[src/rtl/uart_tx_arbiter_if.sv]
// rtl/uart_tx_arbiter_if.sv - requester/transmitter bundle for the UART TX arbiter
interface uart_tx_arbiter_if #(
   parameter int NUM_REQ = 4
);
   localparam int GW = $clog2(NUM_REQ);

   logic [NUM_REQ-1:0]   req_valid;
   logic [8*NUM_REQ-1:0] req_data;
   logic [NUM_REQ-1:0]   req_ready;
   logic                 tx_start;
   logic [7:0]           tx_data;
   logic                 tx_busy;
   logic [GW-1:0]        grant_id;
   logic                 active;
   logic                 err_no_busy;

   // Requesters plus transmitter side
   modport master (
      output req_valid, req_data, tx_busy,
      input  req_ready, tx_start, tx_data, grant_id, active, err_no_busy
   );

   // Arbiter side
   modport slave (
      input  req_valid, req_data, tx_busy,
      output req_ready, tx_start, tx_data, grant_id, active, err_no_busy
   );
endinterface

[src/rtl/uart_tx_arbiter.sv]
// rtl/uart_tx_arbiter.sv - round-robin arbiter sharing one UART transmitter
module uart_tx_arbiter #(
   parameter int NUM_REQ      = 4,
   parameter int BUSY_TIMEOUT = 4
) (
   input logic              clk,
   input logic              rst_n,
   uart_tx_arbiter_if.slave bus
);
   localparam int GW = $clog2(NUM_REQ);
   localparam int IW = GW + 1;
   localparam int CW = $clog2(BUSY_TIMEOUT + 1);
   localparam logic [CW-1:0] CNT_LAST  = CW'(BUSY_TIMEOUT - 1);
   localparam logic [GW-1:0] LAST_INIT = GW'(NUM_REQ - 1);

   typedef enum logic [1:0] {
      S_IDLE,
      S_ISSUE,
      S_WAIT_ACK,
      S_WAIT_DONE
   } state_t;

   state_t        r_state;
   state_t        w_next;
   logic [GW-1:0] r_last_grant;
   logic [GW-1:0] r_grant_id;
   logic [7:0]    r_tx_data;
   logic [CW-1:0] r_cnt;
   logic          r_err;

   logic [GW-1:0] w_winner;
   logic [IW-1:0] w_idx;
   logic          w_found;
   logic [7:0]    w_byte;
   logic          w_accept;
   logic          w_timeout;
   logic          w_release;

   // Find the first valid requester after the last one served, wrapping at NUM_REQ-1
   always_comb begin
      w_found  = 1'b0;
      w_winner = '0;
      w_idx    = '0;
      for (int k = 1; k <= NUM_REQ; k++) begin
         w_idx = {1'b0, r_last_grant} + IW'(k);
         if (w_idx >= IW'(NUM_REQ)) begin
            w_idx = w_idx - IW'(NUM_REQ);
         end
         if (!w_found && bus.req_valid[w_idx[GW-1:0]]) begin
            w_found  = 1'b1;
            w_winner = w_idx[GW-1:0];
         end
      end
   end

   assign w_byte = bus.req_data[{w_winner, 3'b000} +: 8];

   // State register
   always_ff @(posedge clk or negedge rst_n) begin
      if (!rst_n) begin
         r_state <= S_IDLE;
      end else begin
         r_state <= w_next;
      end
   end

   // Next-state and per-state strobes
   always_comb begin
      w_next    = r_state;
      w_accept  = 1'b0;
      w_timeout = 1'b0;
      w_release = 1'b0;
      unique case (r_state)
         S_IDLE: begin
            // A busy transmitter (e.g. still finishing someone else's frame) blocks new grants
            if (!bus.tx_busy && w_found) begin
               w_accept = 1'b1;
               w_next   = S_ISSUE;
            end
         end
         S_ISSUE: begin
            w_next = S_WAIT_ACK;
         end
         S_WAIT_ACK: begin
            if (bus.tx_busy) begin
               w_next = S_WAIT_DONE;
            end else if (r_cnt == CNT_LAST) begin
               w_timeout = 1'b1;
               w_next    = S_IDLE;
            end
         end
         S_WAIT_DONE: begin
            if (!bus.tx_busy) begin
               w_release = 1'b1;
               w_next    = S_IDLE;
            end
         end
         default: begin
            w_next = S_IDLE;
         end
      endcase
   end

   // Frame datapath: latch the granted byte, rotate priority, time out a silent transmitter
   always_ff @(posedge clk or negedge rst_n) begin
      if (!rst_n) begin
         r_tx_data    <= '0;
         r_grant_id   <= '0;
         r_last_grant <= LAST_INIT;
         r_cnt        <= '0;
         r_err        <= 1'b0;
      end else begin
         if (w_accept) begin
            r_tx_data  <= w_byte;
            r_grant_id <= w_winner;
         end
         if (r_state == S_ISSUE) begin
            r_cnt <= '0;
         end else if (r_state == S_WAIT_ACK && !bus.tx_busy && !w_timeout) begin
            r_cnt <= r_cnt + 1'b1;
         end
         // A timed-out byte is dropped but still counts as served so priority moves on
         if (w_timeout || w_release) begin
            r_last_grant <= r_grant_id;
         end
         r_err <= w_timeout;
      end
   end

   assign bus.req_ready   = w_accept ? (NUM_REQ'(1) << w_winner) : '0;
   assign bus.tx_start    = (r_state == S_ISSUE);
   assign bus.tx_data     = r_tx_data;
   assign bus.grant_id    = r_grant_id;
   assign bus.active      = (r_state != S_IDLE);
   assign bus.err_no_busy = r_err;
endmodule
[src/flat_wrapper.sv]
// flat-port wrapper written by rule: the top's interface ports become plain ports
module uart_tx_arbiter_flat 
#(
   parameter int NUM_REQ      = 4,
   parameter int BUSY_TIMEOUT = 4
)
  (clk, rst_n, bus_req_valid, bus_req_data, bus_tx_busy, bus_req_ready, bus_tx_start, bus_tx_data, bus_grant_id, bus_active, bus_err_no_busy);
  uart_tx_arbiter_if #(.NUM_REQ(NUM_REQ)) bus_i ();
  input logic clk;
  input logic rst_n;
  input wire logic [$bits(bus_i.req_valid)-1:0] bus_req_valid;
  input wire logic [$bits(bus_i.req_data)-1:0] bus_req_data;
  input wire logic [$bits(bus_i.tx_busy)-1:0] bus_tx_busy;
  output wire logic [$bits(bus_i.req_ready)-1:0] bus_req_ready;
  output wire logic [$bits(bus_i.tx_start)-1:0] bus_tx_start;
  output wire logic [$bits(bus_i.tx_data)-1:0] bus_tx_data;
  output wire logic [$bits(bus_i.grant_id)-1:0] bus_grant_id;
  output wire logic [$bits(bus_i.active)-1:0] bus_active;
  output wire logic [$bits(bus_i.err_no_busy)-1:0] bus_err_no_busy;
  assign bus_i.req_valid = bus_req_valid;
  assign bus_i.req_data = bus_req_data;
  assign bus_i.tx_busy = bus_tx_busy;
  assign bus_req_ready = bus_i.req_ready;
  assign bus_tx_start = bus_i.tx_start;
  assign bus_tx_data = bus_i.tx_data;
  assign bus_grant_id = bus_i.grant_id;
  assign bus_active = bus_i.active;
  assign bus_err_no_busy = bus_i.err_no_busy;
  uart_tx_arbiter #(.NUM_REQ(NUM_REQ), .BUSY_TIMEOUT(BUSY_TIMEOUT)) u_core (.clk(clk), .rst_n(rst_n), .bus(bus_i));
endmodule
[config.mk]
export PLATFORM = sky130hd
export DESIGN_NAME = uart_tx_arbiter_flat
export DESIGN_NICKNAME = d
export VERILOG_FILES = /design/src/rtl/uart_tx_arbiter_if.sv /design/src/rtl/uart_tx_arbiter.sv /design/src/flat_wrapper.sv
export SDC_FILE = /design/constraint.sdc
export NUM_CORES = 1
export LEC_CHECK = 0
export CORE_ASPECT_RATIO = 1.25
export CORE_MARGIN = 2
export CORE_UTILIZATION = 41
export CTS_CLUSTER_SIZE = 40
export DETAILED_ROUTE_END_ITERATION = 10
export HOLD_SLACK_MARGIN = 0.06
export PLACE_DENSITY = 0.79
export REMOVE_ABC_BUFFERS = 1
export SETUP_SLACK_MARGIN = 0.1
export SYNTH_ARGS = -nofsm -noshare
export SYNTH_HDL_FRONTEND = slang
export SYNTH_SLANG_ARGS = --single-unit
[constraint.sdc]
create_clock -name clk -period 2.2 [get_ports clk]
set_input_delay 0.22 -clock clk [delete_from_list [all_inputs] [get_ports clk]]
set_output_delay 0.22 -clock clk [all_outputs]
set_load 0.1 [all_outputs]
==> results of run 1 <==
-- placed cells by master (no fill, tap or decap), types with 2 or more instances in the layout --
cell | netlist | layout
mux2_2 | 2 | 2
nand2b_1 | 3 | 3
o21ai_1 | 2 | 2
ha_1 | 2 | 2
a21oi_2 | 1 | 2
nor3_1 | 2 | 2
clkdlybuf4s50_1 | 0 | 38
buf_4 | 1 | 28
nor2b_1 | 5 | 3
dfstp_2 | 2 | 2
a31oi_1 | 9 | 9
dfrtp_1 | 16 | 15
o211ai_1 | 8 | 8
nand2_1 | 17 | 16
mux2i_1 | 10 | 10
nor2_2 | 1 | 2
buf_12 | 0 | 4
inv_1 | 9 | 9
o21ai_0 | 13 | 13
clkbuf_4 | 0 | 3
and4_1 | 8 | 8
nor2_1 | 4 | 3
-- what timing repair did --
action                                  in CTS  in global routing
pin swaps                                    0                  1
endpoints found under the setup margin       4                  4
buffers inserted                             1                  5
gates cloned                                 0                  0
resized for setup                            4                  6
hold buffers                                 0                  0
-- critical path, delay by kind of cell, from the launching register on --
family	cells	cell delay [ps]
AOI/OAI and AO/OA	2	320
buffers and inverters	1	180
DFF	1	590
and+or+nand+nor	2	490
-- logic make-up (layout without fill, tap and decap cells) --
| logic type | after synthesis | in the layout |
|---|---|---|
| AOI/OAI and AO/OA | 40 | 40 |
| adders and majority gates | 2 | 2 |
| buffers and inverters | 17 | 83 |
| DFF | 18 | 18 |
| muxes | 12 | 12 |
| and+or+nand+nor | 47 | 47 |
-- area by class of cell --
cell class / instances / area [sq um]
clock buffer: 4 / 26.28
timing repair buffer: 70 / 670.6
sequential: 18 / 454.2
multi-input combinational: 101 / 725.7
fill: 228 / 934.6
inverter: 9 / 33.78
tap: 36 / 45.04
-- where the power goes --
| part | total [uW] | internal, uW | switching (uW) |
|---|---|---|---|
| Clock | 160 | 70.2 | 90.0 |
| Sequential | 598 | 487 | 111 |
| Combinational | 1930 | 622 | 1310 |
-- per-layer routing --
layer,up-vias,part of all wire
met3,2,0.064
li1,624,-
met5,-,0
met1,594,0.41
met4,0,0.0036
met2,50,0.52
-- sequential cells by signal, summed over array words and instances, names as in the netlist --
register	flops
u_core.r_last_grant	2
u_core.bus.grant_id	2
u_core.bus.err_no_busy	1
u_core.bus.tx_data	8
u_core.r_state	2
u_core.r_cnt	3
-- cell usage after synthesis, types with 3 or more instances --
cell      instances  area, sq um
a31oi_1           9        56.30
o211ai_1          8        60.06
nor2_1            4        15.01
clkbuf_1          3        11.26
mux2i_1          10        100.1
and4_1            8        70.07
dfrtp_1          16        400.4
nor2b_1           5        31.28
inv_1             9        33.78
o21ai_0          13        65.06
nand2b_1          3        18.77
nand2_1          17        63.81
-- through the flow --
step | area [sq um] | std cells | util | total power (uW)
after floorplan | 1179 | 128 | - | 1912
after global placement | 1849 | 228 | 0.6398 | 2372
after detailed placement | 1849 | 228 | 0.6398 | 2414
after CTS | 1901 | 233 | 0.6576 | 2612
after global routing | 1956 | 238 | 0.6766 | 2837
final | 1956 | 238 | 0.6766 | 2693
-- worst paths after layout --
| path | cells after the start | slack [ps] | endpoint |
|---|---|---|---|
| worst min-delay path | 1 | 380 | u_core.r_cnt[0] |
| max in group asynchronous | 1 | 1300 | u_core.r_state[0] |
| worst min register to register | 2 | 520 | u_core.bus.tx_data[6] |
| worst max-delay path | 5 | 120 | bus_req_ready[1] |
| min in group clk | 2 | 520 | u_core.bus.tx_data[6] |
| worst max register to register | 6 | 500 | u_core.bus.tx_data[1] |
==> impl_results.html, run 1 <==
<table>
<tr><th>Metric</th><th>Value</th></tr>
<tr><th colspan="2">Setup path</th></tr>
<tr><td>Startpoint type of the worst setup path</td><td>flip-flop</td></tr>
<tr><td>Cells along the critical path</td><td>o21ai_0, or2_1, a21oi_2, nor2b_4, buf_12</td></tr>
<tr><td>Crit end category</td><td>output port</td></tr>
<tr><td>R2R Path Start</td><td>u_core.r_last_grant[0]</td></tr>
<tr><td>Highest fanout seen on the critical path</td><td>5</td></tr>
<tr><td>Required @ worst endpoint</td><td>1980 ps</td></tr>
<tr><td>Setup crit start</td><td>u_core.r_last_grant[1]</td></tr>
<tr><td>CP max-delay cell</td><td>dfstp_2</td></tr>
<tr><td>Critical Path Max Stage Delay</td><td>590 ps</td></tr>
<tr><td>Data arrival time at the worst-slack endpoint</td><td>1860 ps</td></tr>
<tr><td>CP Class</td><td>reg2out</td></tr>
<tr><th colspan="2">Clock tree</th></tr>
<tr><td>H-tree levels</td><td>1</td></tr>
<tr><td>Clock buffer count from CTS</td><td>3</td></tr>
<tr><td>CTS sink cnt</td><td>18</td></tr>
<tr><td>Largest buffer count on any clock path</td><td>2</td></tr>
<tr><td>Skew-Pair Late Insertion Delay</td><td>280 ps</td></tr>
<tr><td>Root buffer selected by CTS</td><td>clkbuf_4</td></tr>
<tr><td>TritonCTS clock tree</td><td>yes</td></tr>
<tr><td>Register clock-pin slew on the reported worst setup and hold paths</td><td>90 ps</td></tr>
<tr><th colspan="2">Place</th></tr>
<tr><td>PortBufs</td><td>55</td></tr>
<tr><td>Final HPWL from detailed placement</td><td>2.613 mm</td></tr>
<tr><td>Final RePlAce weighted congestion</td><td>0.8333</td></tr>
<tr><td>Post-placement worst setup slack</td><td>-13.63 ps</td></tr>
<tr><th colspan="2">Yosys</th></tr>
<tr><td>Yosys synthesis warning count</td><td>0</td></tr>
<tr><td>FF+latch count, synth</td><td>18</td></tr>
<tr><td>Most instantiated flip-flop cell in the synthesis netlist</td><td>dfrtp_1</td></tr>
<tr><td>Mapped cell area</td><td>1230 sq um</td></tr>
<tr><td>Dominant combinational cell family by area after synthesis</td><td>simple AND/OR/NAND/NOR gates</td></tr>
<tr><td>Adder-cell area share of the yosys netlist</td><td>0.02035</td></tr>
<tr><td>Simple-gate portion of the synthesized area</td><td>0.2279</td></tr>
<tr><td>Synth cell types</td><td>36</td></tr>
<tr><td>Complex-gate fraction of the synthesized area</td><td>0.2146</td></tr>
<tr><td>Number of enable flip-flop cells after synthesis</td><td>0</td></tr>
<tr><td>Average footprint of a synthesized cell</td><td>9.044 sq um</td></tr>
<tr><td>Gate Count Post-Synth</td><td>136</td></tr>
<tr><td>Multiplexer fraction of the synthesized cell area</td><td>0.09969</td></tr>
<tr><td>Post-Synth XOR/XNOR Area</td><td>0</td></tr>
<tr><td>Share of synthesized flip-flops with an asynchronous set or reset</td><td>1.000</td></tr>
<tr><td>Proportion of synthesized chip area in sequential cells</td><td>0.3683</td></tr>
<tr><th colspan="2">Flow run</th></tr>
<tr><td>Max_cap viols</td><td>0</td></tr>
<tr><th colspan="2">Floorplanning</th></tr>
<tr><td>Total core area</td><td>2890 sq um</td></tr>
<tr><td>Count of standard-cell rows</td><td>22</td></tr>
<tr><td>Width of the chip</td><td>52.99 um</td></tr>
<tr><td>Count of pins on the block boundary</td><td>56</td></tr>
<tr><td>Area of the die</td><td>3457 sq um</td></tr>
<tr><td>Initial Utilization</td><td>0.4255</td></tr>
<tr><td>Die extent in y</td><td>65.24 um</td></tr>
<tr><th colspan="2">Timing</th></tr>
<tr><td>Pin slew with the least headroom to its limit</td><td>754.6 ps</td></tr>
<tr><td>Share of the cycle needed by the critical path after routing</td><td>0.9457</td></tr>
<tr><td>Setup repair after global routing missed its margin</td><td>true</td></tr>
<tr><td># setup viols final</td><td>0</td></tr>
<tr><td>Setup TNS</td><td>0 ps</td></tr>
<tr><td>Final worst setup slack</td><td>119.5 ps</td></tr>
<tr><td>Post-layout minimum cycle time</td><td>2080 ps</td></tr>
<tr><td>Worst hold-check slack</td><td>379.1 ps</td></tr>
<tr><td>Relative slew margins</td><td>0.4954</td></tr>
<tr><td>Count of final hold-check violations</td><td>0</td></tr>
<tr><td>Max-slew violation count</td><td>0</td></tr>
<tr><td>Maximum clock frequency</td><td>480.7 MHz</td></tr>
<tr><td>Clk_skew</td><td>1.327 ps</td></tr>
<tr><th colspan="2">Routing</th></tr>
<tr><td>Residual DRC count</td><td>0</td></tr>
<tr><td>Starting DRC count in detailed routing</td><td>14</td></tr>
<tr><td>Pre-antenna DRT Iters</td><td>4</td></tr>
<tr><td>Routed vias/inst</td><td>5.336</td></tr>
<tr><td>Wire length per cell after detailed routing</td><td>14.11 um</td></tr>
<tr><td>Total routed wirelength</td><td>3.357 mm</td></tr>
<tr><td>Number of routed nets with antenna violations</td><td>0</td></tr>
<tr><td>Via Count</td><td>1270</td></tr>
<tr><th colspan="2">GRT</th></tr>
<tr><td>Largest net degree at the start of global routing</td><td>19</td></tr>
<tr><td>First-pass GRT wire length</td><td>5.478 mm</td></tr>
<tr><td>Antenna violations before repair</td><td>0</td></tr>
<tr><td>Met1 capacity usage during global routing</td><td>0.2453</td></tr>
<tr><td>Met3 layer usage reported by global route</td><td>0.03409</td></tr>
<tr><td>Peak-usage layer in the global routing report</td><td>met2</td></tr>
<tr><td>Overflow left after global routing</td><td>0</td></tr>
<tr><td>Overall Global Routing Usage</td><td>0.2043</td></tr>
<tr><td>Number of global-route vias before repair</td><td>1310</td></tr>
<tr><td>Global routing usage on met2</td><td>0.3734</td></tr>
<tr><th colspan="2">Final layout</th></tr>
<tr><td>Ratio of cells with drive above 1 in the final layout</td><td>0.2624</td></tr>
<tr><td>Nets</td><td>244</td></tr>
<tr><td>Inserted Diodes</td><td>0</td></tr>
<tr><td>Synth-to-layout area growth</td><td>59.00%</td></tr>
<tr><th colspan="2">Min path</th></tr>
<tr><td>Path class of the lowest-slack min-delay path</td><td>in2async</td></tr>
<tr><th colspan="2">Power and ir drop</th></tr>
<tr><td>Worst VDD drop</td><td>0.001066 V</td></tr>
<tr><td>Leak</td><td>0.0008693 uW</td></tr>
<tr><td>Pwr/cell area</td><td>1377 nW/um^2</td></tr>
<tr><th colspan="2">Status</th></tr>
<tr><td>Run status</td><td>finished clean</td></tr>
</table>
No activity file was read; power rests on OpenSTA's default activity.
==> run 2: changes to the inputs <==
- CTS_CLUSTER_DIAMETER: not set -> 50
==> results of run 2 <==
The final DEF is identical to that of run 1; final timing and power are the same.
